===== config.mk =====
export PLATFORM = sky130hd
export DESIGN_NAME = swervolf_keypad_scan
export DESIGN_NICKNAME = d
export VERILOG_FILES = /design/src/rtl/swervolf_keypad_scan.sv
export SDC_FILE = /design/constraint.sdc
export NUM_CORES = 1
export LEC_CHECK = 0
export CORE_MARGIN = 4
export CORE_UTILIZATION = 45
export DETAILED_ROUTE_END_ITERATION = 12
export GPL_ROUTABILITY_DRIVEN = 0
export PLACE_DENSITY = 0.62
export SLEW_MARGIN = 20
export SYNTH_ARGS = -nofsm -noshare
export SYNTH_HDL_FRONTEND = slang
export SYNTH_SLANG_ARGS = --single-unit

===== constraint.sdc =====
create_clock -name clk_core -period 19.9 [get_ports clk_core]
set_input_delay 3.98 -clock clk_core [delete_from_list [all_inputs] [get_ports clk_core]]
set_output_delay 3.98 -clock clk_core [all_outputs]
set_load 0.005 [all_outputs]

===== src/rtl/swervolf_keypad_scan.sv =====
// 4x4 matrix keypad scanner: column strobing, row synchronisation, scan-level
// debounce and a single-entry valid/ready event register with sticky overflow.
module swervolf_keypad_scan #(
    parameter int SCAN_DIV = 50000,
    parameter int DEBOUNCE = 4
) (
    input  logic       clk_core,
    input  logic       rst_core,
    output logic [3:0] o_col,
    input  logic [3:0] i_row,
    output logic       o_key_valid,
    output logic [3:0] o_key_code,
    input  logic       i_key_ready,
    output logic       o_key_down,
    output logic       o_overflow,
    input  logic       i_ovf_clr
);

    localparam int DW = $clog2(SCAN_DIV);
    localparam int CW = $clog2(DEBOUNCE + 1);
    localparam logic [DW-1:0] DIV_LAST = DW'(SCAN_DIV - 1);
    localparam logic [CW-1:0] CNT_MAX  = CW'(DEBOUNCE);

    typedef enum logic [1:0] {IDLE, PRESS_CHK, HELD, REL_CHK} state_t;

    logic [3:0]    row_meta, row_sync;
    logic [DW-1:0] div;
    logic [1:0]    col_idx;
    logic [11:0]   snap;
    state_t        state;
    logic [CW-1:0] cnt;
    logic [3:0]    cand;

    logic          dwell_end, scan_done;
    logic [15:0]   scan_full;
    logic [4:0]    n_keys;
    logic [3:0]    key_idx;
    logic [3:0]    key_code;
    logic          single, none;
    logic [CW-1:0] cnt_inc;
    logic          emit;

    assign dwell_end = (div == DIV_LAST);
    assign scan_done = dwell_end && (col_idx == 2'd3);
    // Column 3 is merged live so the decision lands on the same edge as its sample.
    assign scan_full = {~row_sync, snap};

    always_comb begin
        n_keys  = '0;
        key_idx = '0;
        for (int unsigned i = 0; i < 16; i++) begin
            if (scan_full[i]) begin
                n_keys  = n_keys + 5'd1;
                key_idx = 4'(i);
            end
        end
    end

    assign single = (n_keys == 5'd1);
    assign none   = (n_keys == 5'd0);

    // Snapshot index is 4*col + row.
    always_comb begin
        case (key_idx)
            4'd0:  key_code = 4'h1;
            4'd1:  key_code = 4'h4;
            4'd2:  key_code = 4'h7;
            4'd3:  key_code = 4'h0;
            4'd4:  key_code = 4'h2;
            4'd5:  key_code = 4'h5;
            4'd6:  key_code = 4'h8;
            4'd7:  key_code = 4'hF;
            4'd8:  key_code = 4'h3;
            4'd9:  key_code = 4'h6;
            4'd10: key_code = 4'h9;
            4'd11: key_code = 4'hE;
            4'd12: key_code = 4'hA;
            4'd13: key_code = 4'hB;
            4'd14: key_code = 4'hC;
            default: key_code = 4'hD;
        endcase
    end

    assign cnt_inc = (cnt == CNT_MAX) ? cnt : cnt + CW'(1);

    assign emit = scan_done && single &&
                  ((state == IDLE && DEBOUNCE == 1) ||
                   (state == PRESS_CHK && key_code == cand && cnt_inc == CNT_MAX));

    always_ff @(posedge clk_core) begin
        if (rst_core) begin
            row_meta <= '1;
            row_sync <= '1;
            div      <= '0;
            col_idx  <= '0;
            o_col    <= 4'b1110;
            snap     <= '0;
        end else begin
            row_meta <= i_row;
            row_sync <= row_meta;
            if (dwell_end) begin
                div     <= '0;
                col_idx <= col_idx + 2'd1;
                o_col   <= {o_col[2:0], o_col[3]};
                case (col_idx)
                    2'd0:    snap[3:0]  <= ~row_sync;
                    2'd1:    snap[7:4]  <= ~row_sync;
                    2'd2:    snap[11:8] <= ~row_sync;
                    default: ;
                endcase
            end else begin
                div <= div + DW'(1);
            end
        end
    end

    always_ff @(posedge clk_core) begin
        if (rst_core) begin
            state      <= IDLE;
            cnt        <= '0;
            cand       <= '0;
            o_key_down <= 1'b0;
        end else if (scan_done) begin
            case (state)
                IDLE: begin
                    if (single) begin
                        cand <= key_code;
                        if (DEBOUNCE == 1) begin
                            state      <= HELD;
                            cnt        <= '0;
                            o_key_down <= 1'b1;
                        end else begin
                            state <= PRESS_CHK;
                            cnt   <= CW'(1);
                        end
                    end
                end
                PRESS_CHK: begin
                    if (single && key_code == cand) begin
                        if (cnt_inc == CNT_MAX) begin
                            state      <= HELD;
                            cnt        <= '0;
                            o_key_down <= 1'b1;
                        end else begin
                            cnt <= cnt_inc;
                        end
                    end else begin
                        state <= IDLE;
                        cnt   <= '0;
                    end
                end
                HELD: begin
                    if (none) begin
                        if (DEBOUNCE == 1) begin
                            state      <= IDLE;
                            o_key_down <= 1'b0;
                        end else begin
                            state <= REL_CHK;
                            cnt   <= CW'(1);
                        end
                    end
                end
                REL_CHK: begin
                    if (none) begin
                        if (cnt_inc == CNT_MAX) begin
                            state      <= IDLE;
                            cnt        <= '0;
                            o_key_down <= 1'b0;
                        end else begin
                            cnt <= cnt_inc;
                        end
                    end else begin
                        state <= HELD;
                        cnt   <= '0;
                    end
                end
                default: begin
                    state      <= IDLE;
                    cnt        <= '0;
                    o_key_down <= 1'b0;
                end
            endcase
        end
    end

    always_ff @(posedge clk_core) begin
        if (rst_core) begin
            o_key_valid <= 1'b0;
            o_key_code  <= '0;
            o_overflow  <= 1'b0;
        end else begin
            if (emit) begin
                if (!o_key_valid || i_key_ready) begin
                    o_key_valid <= 1'b1;
                    o_key_code  <= key_code;
                end
            end else if (i_key_ready) begin
                o_key_valid <= 1'b0;
            end
            if (emit && o_key_valid && !i_key_ready)
                o_overflow <= 1'b1;
            else if (i_ovf_clr)
                o_overflow <= 1'b0;
        end
    end

endmodule


==> flow_summary.yaml, run 1 <==
grt:
  initial_antenna_violation_count: 0
  track_usage: 0.171
  grt_pass1_wl_um: 16600
  first_global_vias: 3594
  grt_overflow: 0
  grt_max_degree: 51
setup_path:
  critPathMaxFanout: 10
  end_kind: "flip-flop"
  critPathLaunchType: "flip-flop"
  worst_ep_required_time_ns: 20.11
  critPathSlowestCell: "sky130_fd_sc_hd__or4_1"
  arrival_ns: 11.30
  max_stage_delay_ns: 0.59
  path_buf_inv: 4
  critPathKind: "reg -> reg"
  cp_common_cell: "sky130_fd_sc_hd__ha_1"
  critical-path-top-delay-family: "adder cells"
clock_tree:
  clk_path_buf_depth: 2
  clk_latency_ns: 0.33
  cts.sinks: 58
  tritoncts_clock_tree: "done"
  cts_hold_buffers: 0
  cts_made_buffers: 9
  path_clk_slew_ns: 0.06
  post_cts_resize_count: 0
  clock-root-buffer: "sky130_fd_sc_hd__clkbuf_8"
  cts-htree-levels: 3
  cts.repair_timing.setup_buffer_count: 0
timing:
  worst_pin_slew_ns: 0.770
  finalSetupViolations: 0
  final-max-slew-violation-count: 0
  final.setup.tns_ns: 0
  fin_worst_skew_ns: 0.00784
  finalWorstSetupSlack_ns: 8.80
  peak_clock_frequency_supported_by_timing_mhz: 90.1
  timing.hold.ws_ns: 0.414
  layout_min_cycle_time_ns: 11.10
  timing.final.crit_share: 0.558
  slew_headroom: 0.482
  final_hold_viol_count: 0
  unrepaired_setup_endpoints_after_global_routing: "no"
floorplan:
  fp.dieH_um: 109
  ioPinCount: 19
  dieWidth_um: 109
  core_region_area_um2: 9860
  floorplan.initialDensity: 0.468
  fp.dieArea_um2: 11900
  fp-row-count: 36
layout:
  insertedDiodeCount: 0
  area_growth_pct: 10.6
  nFillCells: 934
  layout.nets: 568
  post_route_cells_drive_above_1_share: 0.118
  final-seq-area_um2: 1160
  multiInputGateArea_um2: 3250
synthesis:
  synth_ff_type: "sky130_fd_sc_hd__dfxtp_1"
  mappedNetlistNets: 564
  synth.distinct_cells: 77
  cells_after_synthesis: 532
  ys.warnings.count: 0
  yosys.area.top_type_share: 0.252
  seq_area_frac_synth: 0.252
  synth_area_leader_cell: "sky130_fd_sc_hd__dfxtp_1"
  syn_area_um2: 4610
  synth_edf_count: 0
  synth_area_leaders: "sky130_fd_sc_hd__dfxtp_1 (25%), sky130_fd_sc_hd__ha_1 (6.5%), sky130_fd_sc_hd__nor2_1 (5.5%), sky130_fd_sc_hd__xnor2_1 (4.9%), sky130_fd_sc_hd__nand2_1 (3.7%)"
  synth_area_per_cell_um2: 8.67
  postSynthRegisterBits: 58
  synth-async-reset-ratio: 0
detailed_routing:
  drt.antenna.violating_nets: 0
  drt_first_pass_iters: 4
  detail_route.vias_per_cell: 5.34
  wirelength_um: 9130
  drt-wirelength-per-cell_um: 13.5
  routed-via-count: 3597
  initialDrtViolationCount: 207
  drc: 0
placed_design:
  dp_hpwl_um: 6960
  io_buffer_count: 18
  pre_cts_slack_ns: 8.85
power_and_ir_drop:
  vdd.ir_drop.worst_uv: 63.4
  power_density_nw_per_um2: 51.9
  leak_uw: 0.00216
  power_uw: 265
worst_hold_path:
  hp-class: "reg -> reg"
run_status:
  run_status: "completed"
run:
  number_of_max_capacitance_violations_reported: 0
## layer usage
layer	vias to the layer above	part of all wire	track usage
met5	-	0	0
met4	0	0.0078	0.0436
met3	8	0.027	0.0308
met2	54	0.47	0.284
met1	1667	0.50	0.229
li1	1868	-	-
## synthesized netlist by cell type (3+ instances only)
| master | count |
|---|---|
| sky130_fd_sc_hd__a211oi_1 | 14 |
| sky130_fd_sc_hd__a21oi_1 | 20 |
| sky130_fd_sc_hd__a221oi_2 | 3 |
| sky130_fd_sc_hd__a31oi_1 | 4 |
| sky130_fd_sc_hd__and2_1 | 13 |
| sky130_fd_sc_hd__and3_1 | 7 |
| sky130_fd_sc_hd__buf_2 | 5 |
| sky130_fd_sc_hd__clkbuf_1 | 19 |
| sky130_fd_sc_hd__dfxtp_1 | 58 |
| sky130_fd_sc_hd__ha_1 | 24 |
| sky130_fd_sc_hd__inv_1 | 23 |
| sky130_fd_sc_hd__mux2_1 | 4 |
| sky130_fd_sc_hd__mux2_2 | 4 |
| sky130_fd_sc_hd__mux2i_1 | 11 |
| sky130_fd_sc_hd__nand2_1 | 45 |
| sky130_fd_sc_hd__nand2b_1 | 15 |
| sky130_fd_sc_hd__nand3_1 | 23 |
| sky130_fd_sc_hd__nand3b_1 | 6 |
| sky130_fd_sc_hd__nand4_1 | 7 |
| sky130_fd_sc_hd__nor2_1 | 67 |
| sky130_fd_sc_hd__nor2b_1 | 11 |
| sky130_fd_sc_hd__nor3_1 | 3 |
| sky130_fd_sc_hd__nor4_1 | 5 |
| sky130_fd_sc_hd__nor4b_1 | 3 |
| sky130_fd_sc_hd__o211ai_1 | 3 |
| sky130_fd_sc_hd__o21ai_0 | 4 |
| sky130_fd_sc_hd__o31ai_1 | 3 |
| sky130_fd_sc_hd__or2_2 | 9 |
| sky130_fd_sc_hd__xnor2_1 | 26 |
| sky130_fd_sc_hd__xnor2_2 | 7 |
| sky130_fd_sc_hd__xnor2_4 | 3 |
| sky130_fd_sc_hd__xnor3_1 | 7 |
| sky130_fd_sc_hd__xnor3_2 | 3 |
| sky130_fd_sc_hd__xor2_1 | 16 |
| sky130_fd_sc_hd__xor2_2 | 3 |
## area by class of cell
class	instances	share of cell area
Multi-Input combinational cell	424	0.637
Sequential cell	58	0.227
Timing Repair Buffer	19	0.0368
Clock buffer	13	0.0350
Tap cell	133	0.0326
Inverter	24	0.0181
Clock inverter	3	0.0135
## placed cells by master, fill, tap and decap left out, types with 14 or more instances in the layout
cell                              instances
sky130_fd_sc_hd__dfxtp_1                 58
sky130_fd_sc_hd__nor2_1                  67
sky130_fd_sc_hd__a21oi_1                 20
sky130_fd_sc_hd__nand3_1                 23
sky130_fd_sc_hd__a211oi_1                14
sky130_fd_sc_hd__xnor2_1                 26
sky130_fd_sc_hd__ha_1                    24
sky130_fd_sc_hd__nand2_1                 45
sky130_fd_sc_hd__xor2_1                  16
sky130_fd_sc_hd__nand2b_1                15
sky130_fd_sc_hd__inv_1                   23
sky130_fd_sc_hd__clkdlybuf4s50_1         18
## flip-flops by register name, indices dropped and copies added, names as in the netlist
register     flops
cand             4
cnt              3
col_idx          2
div             16
o_col            4
o_key_code       4
o_key_down       1
o_key_valid      1
o_overflow       1
row_meta         4
row_sync         4
snap            12
state            2
## report_power, final
group / leakage, µW / internal, µW / switching (µW)
Clock: 0.000126 / 84.4 / 45.5
Sequential: 0.000470 / 117 / 1.74
Combinational: 0.00157 / 7.06 / 8.74
Total: 0.00216 / 209 / 56.0
## cells by family (layout without fill, tap and decap cells)
family,count (synthesis),in the layout,share of synthesized area
simple gates,232,232,0.269
mux,20,20,0.0483
compound gates,82,82,0.134
buf+inv,50,59,0.0442
fa+ha+maj,24,24,0.0651
xor+xnor,66,66,0.188
flops,58,58,0.252
## through the flow
stage | area [µm²] | util | cells
after CTS | 5100 | 0.518 | 674
after global placement | 4860 | 0.492 | 658
final | 5100 | 0.518 | 674
after global routing | 5100 | 0.518 | 674
after floorplan | 4610 | - | 532
after detailed placement | 4860 | 0.492 | 658
## path summary, 6_finish.rpt
path	from	endpoint	slack [ns]	cells past startpoint
max	snap[1]	cand[2]	8.80	50
min	row_meta[0]	row_sync[0]	0.41	1
max reg2reg	snap[1]	cand[2]	8.80	50
min reg2reg	row_meta[0]	row_sync[0]	0.41	1
Power figures use the tool's default switching activity.
==> run 2, diff against run 1 <==
==> constraint.sdc (replaced) <==
create_clock -name clk_core -period 11.6 [get_ports clk_core]
set_input_delay 2.32 -clock clk_core [delete_from_list [all_inputs] [get_ports clk_core]]
set_output_delay 2.32 -clock clk_core [all_outputs]
set_load 0.005 [all_outputs]
==> flow_summary.yaml, run 2 (synthesized netlist as in run 1, its figures left out) <==
floorplan:
  dieWidth_um: 109
  ioPinCount: 19
  fp-row-count: 36
  core_region_area_um2: 9860
  fp.dieH_um: 109
  fp.dieArea_um2: 11900
  floorplan.initialDensity: 0.468
grt:
  track_usage: 0.166
  grt_max_degree: 51
  initial_antenna_violation_count: 0
  grt_pass1_wl_um: 16200
  first_global_vias: 3568
  grt_overflow: 0
timing:
  peak_clock_frequency_supported_by_timing_mhz: 93.6
  worst_pin_slew_ns: 0.828
  final_hold_viol_count: 0
  timing.final.crit_share: 0.921
  fin_worst_skew_ns: 0.00665
  timing.hold.ws_ns: 0.404
  final-max-slew-violation-count: 0
  unrepaired_setup_endpoints_after_global_routing: "no"
  layout_min_cycle_time_ns: 10.69
  final.setup.tns_ns: 0
  finalSetupViolations: 0
  slew_headroom: 0.443
clock_tree:
  cts-htree-levels: 3
  clk_path_buf_depth: 2
  cts_made_buffers: 9
  cts_hold_buffers: 0
  tritoncts_clock_tree: "done"
  cts.sinks: 58
  clock-root-buffer: "sky130_fd_sc_hd__clkbuf_8"
  clk_latency_ns: 0.33
  path_clk_slew_ns: 0.06
setup_path:
  critPathKind: "reg -> reg"
  worst_ep_required_time_ns: 11.81
  max_stage_delay_ns: 0.59
  critPathLaunchType: "flip-flop"
  critPathMaxFanout: 8
  critical-path-top-delay-family: "adder cells"
  cp_common_cell: "sky130_fd_sc_hd__ha_1"
  path_buf_inv: 5
  critPathSlowestCell: "sky130_fd_sc_hd__or4_1"
  arrival_ns: 10.90
  end_kind: "flip-flop"
layout:
  post_route_cells_drive_above_1_share: 0.118
  area_growth_pct: 9.44
  nFillCells: 923
  multiInputGateArea_um2: 3250
  largest_reg_flops: 16
  insertedDiodeCount: 0
  layout.core_utilization: 0.512
  largest-register: "div"
  final-seq-area_um2: 1160
  mostFrequentLayoutCells: "sky130_fd_sc_hd__nor2_1 (67), sky130_fd_sc_hd__dfxtp_1 (58), sky130_fd_sc_hd__nand2_1 (45)"
  reg.largest.list: "div (16), snap (12)"
  layout.cells.non_filler: 676
  layout.nets: 571
  final_common_cell: "sky130_fd_sc_hd__nor2_1"
detailed_routing:
  initialDrtViolationCount: 167
  detail_route.vias_per_cell: 5.34
  drt.antenna.violating_nets: 0
  wirelength_um: 8960
  drc: 0
  drt_first_pass_iters: 5
  routed-via-count: 3613
  drt-wirelength-per-cell_um: 13.3
run:
  number_of_max_capacitance_violations_reported: 0
worst_hold_path:
  hp-class: "reg -> reg"
run_status:
  run_status: "completed"
power_and_ir_drop:
  leak_uw: 0.00214
  vdd.ir_drop.worst_uv: 77.1
  power_density_nw_per_um2: 75.9
placed_design:
  place_inst: 658
  dp_hpwl_um: 6880
  io_buffer_count: 18
run 2: cell types whose count changed in the layout (fill, tap and decap cells not counted), moves of 2 or more:
| cell | before | now |
|---|---|---|
| sky130_fd_sc_hd__buf_4 | 1 | 3 |
| sky130_fd_sc_hd__bufinv_16 | 2 | 0 |
| sky130_fd_sc_hd__clkbuf_1 | 0 | 3 |
| sky130_fd_sc_hd__clkbuf_8 | 13 | 9 |
| sky130_fd_sc_hd__clkinv_2 | 0 | 2 |
run 2: layout make-up:
class,count,area share
clock buffer,12,0.0268
clock inverter,3,0.00347
inverter,24,0.0183
multi-input combinational,424,0.644
sequential,58,0.230
tap,133,0.0330
timing repair buffer,22,0.0441
run 2: final timing paths:
check / from / endpoint / slack, ns / cells past startpoint
setup / recovery: snap[0] / cand[2] / 0.91 / 51
hold / removal: row_meta[3] / row_sync[3] / 0.40 / 1
setup reg to reg: snap[0] / cand[2] / 0.91 / 51
hold reg to reg: row_meta[3] / row_sync[3] / 0.40 / 1
run 2: repair_timing:
| item | 4_1_cts | 5_1_grt |
|---|---|---|
| endpoints found under the setup margin | 0 | 15 |
| resized for setup | 0 | 1 |
| buffers inserted | 0 | 3 |
run 2: report_power, final:
part	switching, µW	internal (µW)	leakage [µW]
combinational	15.5	13.7	0.00159
sequential	2.97	201	0.000470
clock	73.9	75.7	0.0000762
total	92.4	291	0.00214
run 2: metrics by stage:
| stage | worst slack, ns | total power [µW] | instance area (µm²) |
|---|---|---|---|
| CTS | 0.502 | 388 | 5010 |
| floorplan | 1.75 | 229 | 4610 |
| global route | 0.0902 | 402 | 5050 |
| detailed placement | 0.558 | 236 | 4860 |
| finish | 0.911 | 383 | 5050 |
| global placement | 1.08 | 235 | 4860 |
run 2: layer usage:
metal  vias to the layer above  global-route usage  part of all wire
met5                         -                   0                 0
met4                         0              0.0454            0.0065
met3                         9              0.0243             0.025
met2                        54               0.281              0.47
met1                      1676               0.221              0.50
li1                       1874                   -                 -
==> run 3, diff against run 2 <==
==> constraint.sdc (replaced) <==
create_clock -name clk_core -period 10.35 [get_ports clk_core]
set_input_delay 2.07 -clock clk_core [delete_from_list [all_inputs] [get_ports clk_core]]
set_output_delay 2.07 -clock clk_core [all_outputs]
set_load 0.005 [all_outputs]
==> flow_summary.yaml, run 3 (synthesized netlist as in run 1, its figures left out) <==
timing:
  layout_min_cycle_time_ns: 9.93
  final_hold_viol_count: 0
  peak_clock_frequency_supported_by_timing_mhz: 101
  finalSetupViolations: 0
  final-max-slew-violation-count: 0
  worst_pin_slew_ns: 0.704
  fin_worst_skew_ns: 0.0146
  slew_headroom: 0.526
  timing.hold.ws_ns: 0.412
  timing.final.crit_share: 0.959
clock_tree:
  tritoncts_clock_tree: "done"
  cts_made_buffers: 9
  path_clk_slew_ns: 0.06
  clk_path_buf_depth: 2
  cts-htree-levels: 3
  clock-root-buffer: "sky130_fd_sc_hd__clkbuf_8"
  cts.sinks: 58
  clk_latency_ns: 0.33
worst_hold_path:
  worstHoldPathCells: 1
  hp-class: "reg -> reg"
  hp-start: "row_meta[1]"
  hold-path-endpoint: "row_sync[1]"
grt:
  first_global_vias: 3619
  track_usage: 0.169
  grt_max_degree: 41
  grt_overflow: 0
  grt_pass1_wl_um: 16600
  initial_antenna_violation_count: 0
floorplan:
  fp.dieH_um: 109
  floorplan.initialDensity: 0.468
  dieWidth_um: 109
  fp.dieArea_um2: 11900
  core_region_area_um2: 9860
  fp-row-count: 36
  ioPinCount: 19
detailed_routing:
  drt_first_pass_iters: 4
  routed-via-count: 3697
  drc: 0
  drt.antenna.violating_nets: 0
  wirelength_um: 9680
  wire_length_on_met2_um: 4680
  initialDrtViolationCount: 256
  detail_route.vias_per_cell: 5.36
  drt-wirelength-per-cell_um: 14.0
  route.top_layer_used: "met4"
  met3WireLength_um: 165
  met1Wirelength_um: 4760
setup_path:
  critical_path.reg2reg.endpoint: "cnt[2]"
  critPathKind: "reg -> reg"
  worst_r2r_startpoint: "snap[0]"
  depth_of_the_worst_register_to_register_path: 50
  end_kind: "flip-flop"
  cp_common_cell: "sky130_fd_sc_hd__ha_1"
  max_stage_delay_ns: 0.47
  setup.reg_to_reg.worst_slack_ns: 0.42
  path_buf_inv: 3
  worst_ep_required_time_ns: 10.56
  critPathMaxFanout: 7
  critPathLaunchType: "flip-flop"
  critPathSlowestCell: "sky130_fd_sc_hd__or4_4"
  critical-path-top-delay-family: "adder cells"
  arrival_ns: 10.14
layout:
  largest-register: "div"
  largest_reg_flops: 16
  multiInputGateArea_um2: 3400
  nFillCells: 919
  layout.nets: 584
  layout.core_utilization: 0.544
  insertedDiodeCount: 0
  final-seq-area_um2: 1160
  mostFrequentLayoutCells: "sky130_fd_sc_hd__nor2_1 (66), sky130_fd_sc_hd__dfxtp_1 (56), sky130_fd_sc_hd__nand2_1 (43)"
  post_route_cells_drive_above_1_share: 0.185
  area_growth_pct: 16.2
  final_common_cell: "sky130_fd_sc_hd__nor2_1"
  reg.largest.list: "div (16), snap (12)"
  stdcell_area_um2: 5360
placed_design:
  io_buffer_count: 18
  placed_cell_area_um2: 4890
  dp_hpwl_um: 7000
power_and_ir_drop:
  power_density_nw_per_um2: 93.0
  power_uw: 499
  vdd.ir_drop.worst_uv: 116
  leak_uw: 0.00222
run:
  number_of_max_capacitance_violations_reported: 0
run_status:
  run_status: "completed"
## run 3: cell types whose count changed in the layout (fill, tap and decap cells not counted), sizes merged
| cell | change |
|---|---|
| buf | +13 |
| clkinvlp | -1 |
| bufinv | +2 |
## run 3: per-stage QoR
step / cells / setup TNS [ns] / setup slack, ns
after floorplan: 532 / 0 / 0.500
after global placement: 663 / 0 / 0.178
after detailed placement: 663 / -0.882 / -0.128
after CTS: 680 / 0 / 0.0135
after global routing: 690 / -0.463 / -0.0759
final: 690 / 0 / 0.421
## run 3: how the worst max path moves through the flow
stage / cells past startpoint / end / from
global placement: 50 / cand[2] / snap[0]
detailed placement: 51 / cnt[2] / snap[0]
finish: 50 / cnt[2] / snap[0]
floorplan: 50 / cand[2] / snap[0]
global route: 49 / cand[3] / snap[0]
CTS: 50 / cand[2] / snap[1]
## run 3: layout make-up
type,instances,area share
inverters,24,0.0173
flip-flops and latches,58,0.217
repair buffers,35,0.0581
well taps,133,0.0310
clock inverters,4,0.0138
clock buffers,12,0.0289
multi-input cells,424,0.634
## run 3: what timing repair did
action / 4_1_cts / 5_1_grt
resized for setup: 3 / 25
hold buffers: 0 / 0
buffers inserted: 1 / 10
pin swaps: 0 / 11
setup endpoints to repair: 12 / 16
## run 3: routing by layer
metal	track usage	up-vias
li1	-	1901
met1	0.220	1753
met2	0.289	35
met3	0.0261	8
met4	0.0445	0
met5	0	-
## run 3: power breakdown
group	switching, µW	internal, µW	leakage (µW)
logic	18.0	15.1	0.00163
registers	3.60	226	0.000471
clock network	87.5	149	0.000117
